$ cat src/rtl/dmem_arbiter.sv
// dmem_arbiter
// Shares one single-ported data memory between a scalar unit (port 0) and
// a vector unit (port 1). At most one transaction is issued per cycle. A
// lone requester is granted at once. When both request, round-robin picks
// the port that was not granted most recently. Reads return one cycle
// after the grant. The rvalid of the issuing port marks the data on the
// shared rdata bus.
//
// Ports
//   clk                      rising-edge clock
//   reset                    asynchronous, active-low reset
//   req0/req1                requests (0 = scalar, 1 = vector)
//   we0/we1                  1 = write, 0 = read
//   addr0/addr1              word addresses
//   be0/be1                  write byte enables
//   wdata0/wdata1            write data
//   gnt0/gnt1                combinational accept, issued to dmem this cycle
//   rvalid0/rvalid1          registered read-data-valid per port
//   rdata                    read data (mem_q passed through)
//   mem_address/byteena/data dmem request bus, zero when idle
//   mem_rden/mem_wren        dmem read / write enables
//   mem_q                    dmem read data, one cycle after the read
module dmem_arbiter #(
  parameter int WIDTH_V = 256,
  parameter int ADDR_W  = 14,
  parameter int BE_W    = WIDTH_V / 8
) (
  input  logic               clk,
  input  logic               reset,
  input  logic               req0,
  input  logic               req1,
  input  logic               we0,
  input  logic               we1,
  input  logic [ADDR_W-1:0]  addr0,
  input  logic [ADDR_W-1:0]  addr1,
  input  logic [BE_W-1:0]    be0,
  input  logic [BE_W-1:0]    be1,
  input  logic [WIDTH_V-1:0] wdata0,
  input  logic [WIDTH_V-1:0] wdata1,
  output logic               gnt0,
  output logic               gnt1,
  output logic               rvalid0,
  output logic               rvalid1,
  output logic [WIDTH_V-1:0] rdata,
  output logic [ADDR_W-1:0]  mem_address,
  output logic [BE_W-1:0]    mem_byteena,
  output logic [WIDTH_V-1:0] mem_data,
  output logic               mem_rden,
  output logic               mem_wren,
  input  logic [WIDTH_V-1:0] mem_q
);

  // last_gnt_q = 1 means port 1 was granted most recently, so port 0 wins
  // the next contended cycle.
  logic last_gnt_q, last_gnt_d;
  logic pend_valid_q, pend_valid_d;
  logic pend_owner_q, pend_owner_d;

  logic gnt0_s, gnt1_s;

  // Grant selection. The grants are forced low while reset is held, so
  // nothing reaches dmem while the block is in reset.
  always_comb begin
    gnt0_s = 1'b0;
    gnt1_s = 1'b0;
    if (!reset) begin
      gnt0_s = 1'b0;
      gnt1_s = 1'b0;
    end else begin
      case ({req1, req0})
        2'b01: gnt0_s = 1'b1;
        2'b10: gnt1_s = 1'b1;
        2'b11: begin
          if (last_gnt_q) begin
            gnt0_s = 1'b1;
          end else begin
            gnt1_s = 1'b1;
          end
        end
        default: begin
          gnt0_s = 1'b0;
          gnt1_s = 1'b0;
        end
      endcase
    end
  end

  // dmem request bus: route the winner, or drive all zeros when idle.
  // Reads use full byte enables and zero write data.
  always_comb begin
    mem_address = {ADDR_W{1'b0}};
    mem_byteena = {BE_W{1'b0}};
    mem_data    = {WIDTH_V{1'b0}};
    mem_rden    = 1'b0;
    mem_wren    = 1'b0;
    case ({gnt1_s, gnt0_s})
      2'b01: begin
        mem_address = addr0;
        if (we0) begin
          mem_wren    = 1'b1;
          mem_byteena = be0;
          mem_data    = wdata0;
        end else begin
          mem_rden    = 1'b1;
          mem_byteena = {BE_W{1'b1}};
        end
      end
      2'b10: begin
        mem_address = addr1;
        if (we1) begin
          mem_wren    = 1'b1;
          mem_byteena = be1;
          mem_data    = wdata1;
        end else begin
          mem_rden    = 1'b1;
          mem_byteena = {BE_W{1'b1}};
        end
      end
      default: begin
        mem_address = {ADDR_W{1'b0}};
        mem_byteena = {BE_W{1'b0}};
        mem_data    = {WIDTH_V{1'b0}};
        mem_rden    = 1'b0;
        mem_wren    = 1'b0;
      end
    endcase
  end

  // Next state: remember the last winner and which port owns the read now
  // in flight. pend_valid is high only for the cycle after a granted read.
  always_comb begin
    last_gnt_d   = last_gnt_q;
    pend_valid_d = 1'b0;
    pend_owner_d = pend_owner_q;
    if (gnt0_s) begin
      last_gnt_d   = 1'b0;
      pend_valid_d = ~we0;
      pend_owner_d = 1'b0;
    end else if (gnt1_s) begin
      last_gnt_d   = 1'b1;
      pend_valid_d = ~we1;
      pend_owner_d = 1'b1;
    end else begin
      last_gnt_d   = last_gnt_q;
      pend_valid_d = 1'b0;
      pend_owner_d = pend_owner_q;
    end
  end

  // Arbitration and read-tracking state. Asynchronous reset drops a pending
  // rvalid immediately.
  always_ff @(posedge clk or negedge reset) begin
    if (!reset) begin
      last_gnt_q   <= 1'b1;
      pend_valid_q <= 1'b0;
      pend_owner_q <= 1'b0;
    end else begin
      last_gnt_q   <= last_gnt_d;
      pend_valid_q <= pend_valid_d;
      pend_owner_q <= pend_owner_d;
    end
  end

  assign gnt0    = gnt0_s;
  assign gnt1    = gnt1_s;
  assign rvalid0 = pend_valid_q & ~pend_owner_q;
  assign rvalid1 = pend_valid_q & pend_owner_q;
  assign rdata   = mem_q;

endmodule
$ cat config.mk
export PLATFORM = sky130hd
export DESIGN_NAME = dmem_arbiter
export DESIGN_NICKNAME = d
export VERILOG_FILES = /design/src/rtl/dmem_arbiter.sv
export SDC_FILE = /design/constraint.sdc
export NUM_CORES = 1
export LEC_CHECK = 0
export ABC_CLOCK_PERIOD_IN_PS = 6800
export CAP_MARGIN = 5
export CORE_AREA = 2 2 559 561
export DETAILED_ROUTE_END_ITERATION = 10
export DIE_AREA = 0 0 561 563
export PLACE_DENSITY = 0.3
export SLEW_MARGIN = 25
export SYNTH_ARGS = -nofsm -noshare
export SYNTH_HDL_FRONTEND = slang
export SYNTH_SLANG_ARGS = --single-unit
$ cat constraint.sdc
create_clock -name clk -period 6.8 [get_ports clk]
set_input_delay 1.7 -clock clk [delete_from_list [all_inputs] [get_ports clk]]
set_output_delay 1.7 -clock clk [all_outputs]
set_load 0.01 [all_outputs]
==> parameters.txt <==
Parameter                              Value

Timing
  Tcrit/Tclk final    99.46%
  Worst max-slew margin expressed relative to the limit    41.73%
  Highest clock frequency the design can meet    147.9 MHz
  Setup repair after global routing missed its margin    no
  Count of pins over their slew limit    0
  Clock skew after layout    0.0001123 ns
  Final Hold Violating Endpoints    0
  Final count of negative-setup-slack endpoints    0
  Worst-margin pin slew    0.8740 ns
  Setup TNS Final    0 ns
  Final critical path time including I/O delays and setup    6.763 ns

Worst setup path
  Critical Path Sink Type    output pin
  Category of the worst setup path launch point    input pin
  Required arrival time at the worst endpoint    5.10 ns
  Endpoint arrival time on the critical path    5.06 ns
  Largest driver fanout on the critical path    65
  Crit Path Category    in2out

Power
  Leakage power    0.005028 uW
  Power Dens Cells    57.47 nW/um2
  Maximum vdd ir drop    0.00006047 V
  Overall power after layout    1183 uW

GRT
  Remaining Overflow, GRT    0
  Aggregate global-route resource usage    11.42%
  Global-route wire length before repair    214.0 mm
  Vias in the first global route    11040
  Number of antenna violations at the first check in global routing    211
  Maximum number of pins on one net before global-route repair    86

CTS
  Later-pin clock latency in the skew report    0.22 ns
  Clock sinks    3
  CTS Root Cell    sky130_fd_sc_hd__clkbuf_16
  # H-tree levels    1
  TritonCTS clock tree    built
  Clock slew at the register clock pins of the worst setup and hold paths    0.03 ns
  Cts bufs inserted    3
  Clk buf depth    2
  Hold-fix buffers at CTS    0
  Count of buffers added by post-CTS timing repair for setup    0

Synth
  Syn Std Cell Area    6848 um2
  Proportion of netlist area held by the largest area contributor    33.22%
  Nets in the synthesized netlist    1858
  Number of standard cells after synthesis    989
  Sequential element share of the synthesized area    1.115%
  Cell accounting for the most synthesized area    sky130_fd_sc_hd__a22oi_1
  Per-instance average area after synthesis    6.924 um2
  Number of synthesis warnings    0
  Top cells by area in the synthesized netlist    sky130_fd_sc_hd__a22oi_1 (33%), sky130_fd_sc_hd__buf_4 (28%), sky130_fd_sc_hd__nor2b_1 (25%)
  Count of different cell masters after synthesis    18
  Number of synthesized register bits    3

Final layout
  Post-route core utilization    6.633%
  Growth of design area from synthesis to finish    200.6%
  Multi-input combinational cell area    4375 um2
  Sequential standard cell area    76.32 um2
  Share of post-route cells with drive strength above 1    10.30%
  Count of filler cells inserted in the layout    36620
  Number of nets in the layout    2452

Drt
  Wire length per cell    32.79 um
  DRC violations left    0
  Antenna Violating Nets Remaining    0
  Vias/cell    1.957
  Vias after detailed routing    11290
  DR pass1 iterations    5
  Number of DRC markers after the initial detailed-route iteration    860
  Total routed wirelength    189.1 mm

Status
  Status    finished clean

Place
  Port-buffer cells    917
  Final estimated routing congestion in global placement    0.9045
  Dpl hpwl    177.4 mm

Floorplanning
  Height of the die    563 um
  Die area    315800 um2
  Die width    561 um
  Count of pins on the block boundary    1430
  Effective utilization at floorplan    2.206%
  Number of rows in the core area    205
  Core Box Area    310400 um2

Run
  Maximum Capacitance Violations    0

Hold path
  Hold Path Class    reg2reg
## cells in the mapped netlist
| cell | number |
|---|---|
| sky130_fd_sc_hd__o22ai_1 | 1 |
| sky130_fd_sc_hd__buf_4 | 257 |
| sky130_fd_sc_hd__nor2b_1 | 272 |
| sky130_fd_sc_hd__buf_6 | 3 |
| sky130_fd_sc_hd__nand2_1 | 1 |
| sky130_fd_sc_hd__o211ai_1 | 1 |
| sky130_fd_sc_hd__and2_1 | 3 |
| sky130_fd_sc_hd__clkbuf_1 | 33 |
| sky130_fd_sc_hd__ha_1 | 3 |
| sky130_fd_sc_hd__dfrtp_1 | 2 |
| sky130_fd_sc_hd__a21boi_0 | 32 |
| sky130_fd_sc_hd__o21a_1 | 1 |
| sky130_fd_sc_hd__inv_1 | 5 |
| sky130_fd_sc_hd__a22oi_1 | 303 |
| sky130_fd_sc_hd__mux2_2 | 2 |
| sky130_fd_sc_hd__buf_2 | 68 |
| sky130_fd_sc_hd__dfstp_2 | 1 |
| sky130_fd_sc_hd__nand3_1 | 1 |
## routing by layer
metal | up-vias | GRT usage [%] | part of all wire, %
met1 | 4989 | 10.16 | 30
li1 | 4515 | - | -
met2 | 1023 | 19.65 | 47
met3 | 620 | 8.194 | 17
met4 | 138 | 4.805 | 5.6
met5 | - | 0 | 0.49
## area by class of cell
class                      count  share of cell area (%)
inverter                       5                 0.09117
timing repair buffer         950                   52.20
antenna                       44                  0.5349
clock buffer                   4                  0.3829
sequential                     3                  0.3708
multi-input combinational    620                   21.25
tap                         4140                   25.16
## worst max-delay path: stages
cell	delay (ns)
sky130_fd_sc_hd__clkdlybuf4s50_1	0.62
sky130_fd_sc_hd__inv_1	0.09
sky130_fd_sc_hd__o211ai_1	0.21
sky130_fd_sc_hd__buf_4	0.23
sky130_fd_sc_hd__inv_1	0.09
sky130_fd_sc_hd__ha_1	0.23
sky130_fd_sc_hd__and2_4	0.21
sky130_fd_sc_hd__buf_12	0.15
sky130_fd_sc_hd__buf_12	0.18
sky130_fd_sc_hd__a22oi_2	0.61
sky130_fd_sc_hd__nor2b_1	0.10
sky130_fd_sc_hd__clkdlybuf4s50_1	0.52
## final timing paths
check,from,to,slack [ns],cells after the start
worst max-delay path,req1,mem_data[144],0.04,12
worst min-delay path,pend_owner_q$_DFFE_PN0P_,pend_owner_q$_DFFE_PN0P_,0.55,1
worst max register to register,last_gnt_q$_DFFE_PN1P_,pend_owner_q$_DFFE_PN0P_,5.36,4
worst min register to register,pend_owner_q$_DFFE_PN0P_,pend_owner_q$_DFFE_PN0P_,0.55,1
max in group asynchronous,reset,last_gnt_q$_DFFE_PN1P_,4.73,1
min in group asynchronous,reset,pend_valid_q$_DFF_PN0_,1.76,1
## registers in the layout, summed over array words and instances, names as in the netlist
signal        cells
pend_owner_q      1
pend_valid_q      1
last_gnt_q        1
## per-stage QoR
step,hold slack (ns),cells,worst slack [ns],instance area [um2]
after CTS,0.5462,5722,0.03089,20470
after global routing,0.5691,5733,0.0009175,20500
after floorplan,0.4948,989,1.833,6848
after detailed placement,0.5403,5718,-0.2182,20370
final,0.5467,5766,0.03679,20590
after global placement,0.5637,5717,-0.3190,20360
## kinds of logic (layout without fill, tap and decap cells)
family	count (synthesis)	in the layout	share of synthesized area [%]
compound gates	338	338	37.04
fa+ha+maj	3	3	0.5482
buf+inv	366	959	35.72
flops	3	3	1.115
mux	2	2	0.3289
other cells	0	44	0
simple gates	277	277	25.25
## placed cells by master (no fill, tap or decap), types with 2 or more instances in the layout
master	instances
sky130_fd_sc_hd__buf_4	18
sky130_fd_sc_hd__diode_2	44
sky130_fd_sc_hd__and2_4	2
sky130_fd_sc_hd__buf_12	128
sky130_fd_sc_hd__clkdlybuf4s50_1	803
sky130_fd_sc_hd__clkbuf_16	3
sky130_fd_sc_hd__mux2_2	2
sky130_fd_sc_hd__nor2b_1	271
sky130_fd_sc_hd__a22oi_2	5
sky130_fd_sc_hd__ha_1	2
sky130_fd_sc_hd__a21boi_0	32
sky130_fd_sc_hd__dfrtp_1	2
sky130_fd_sc_hd__a22oi_1	298
sky130_fd_sc_hd__inv_1	5
## power by group
| group | leakage (uW) | total [uW] | switching (uW) | internal, uW |
|---|---|---|---|---|
| registers | 0.0000339 | 23.4 | 1.97 | 21.5 |
| clock network | 0.0000384 | 93.1 | 15.7 | 77.3 |
| logic | 0.00496 | 1070 | 472 | 594 |
| total | 0.00503 | 1180 | 490 | 693 |
## repair_timing
item / 4_1_cts / 5_1_grt
resized for setup: 5 / 2
endpoints found under the setup margin: 20 / 3
pin swaps: 0 / 1
Note: power is estimated with default switching activity, not from simulation.
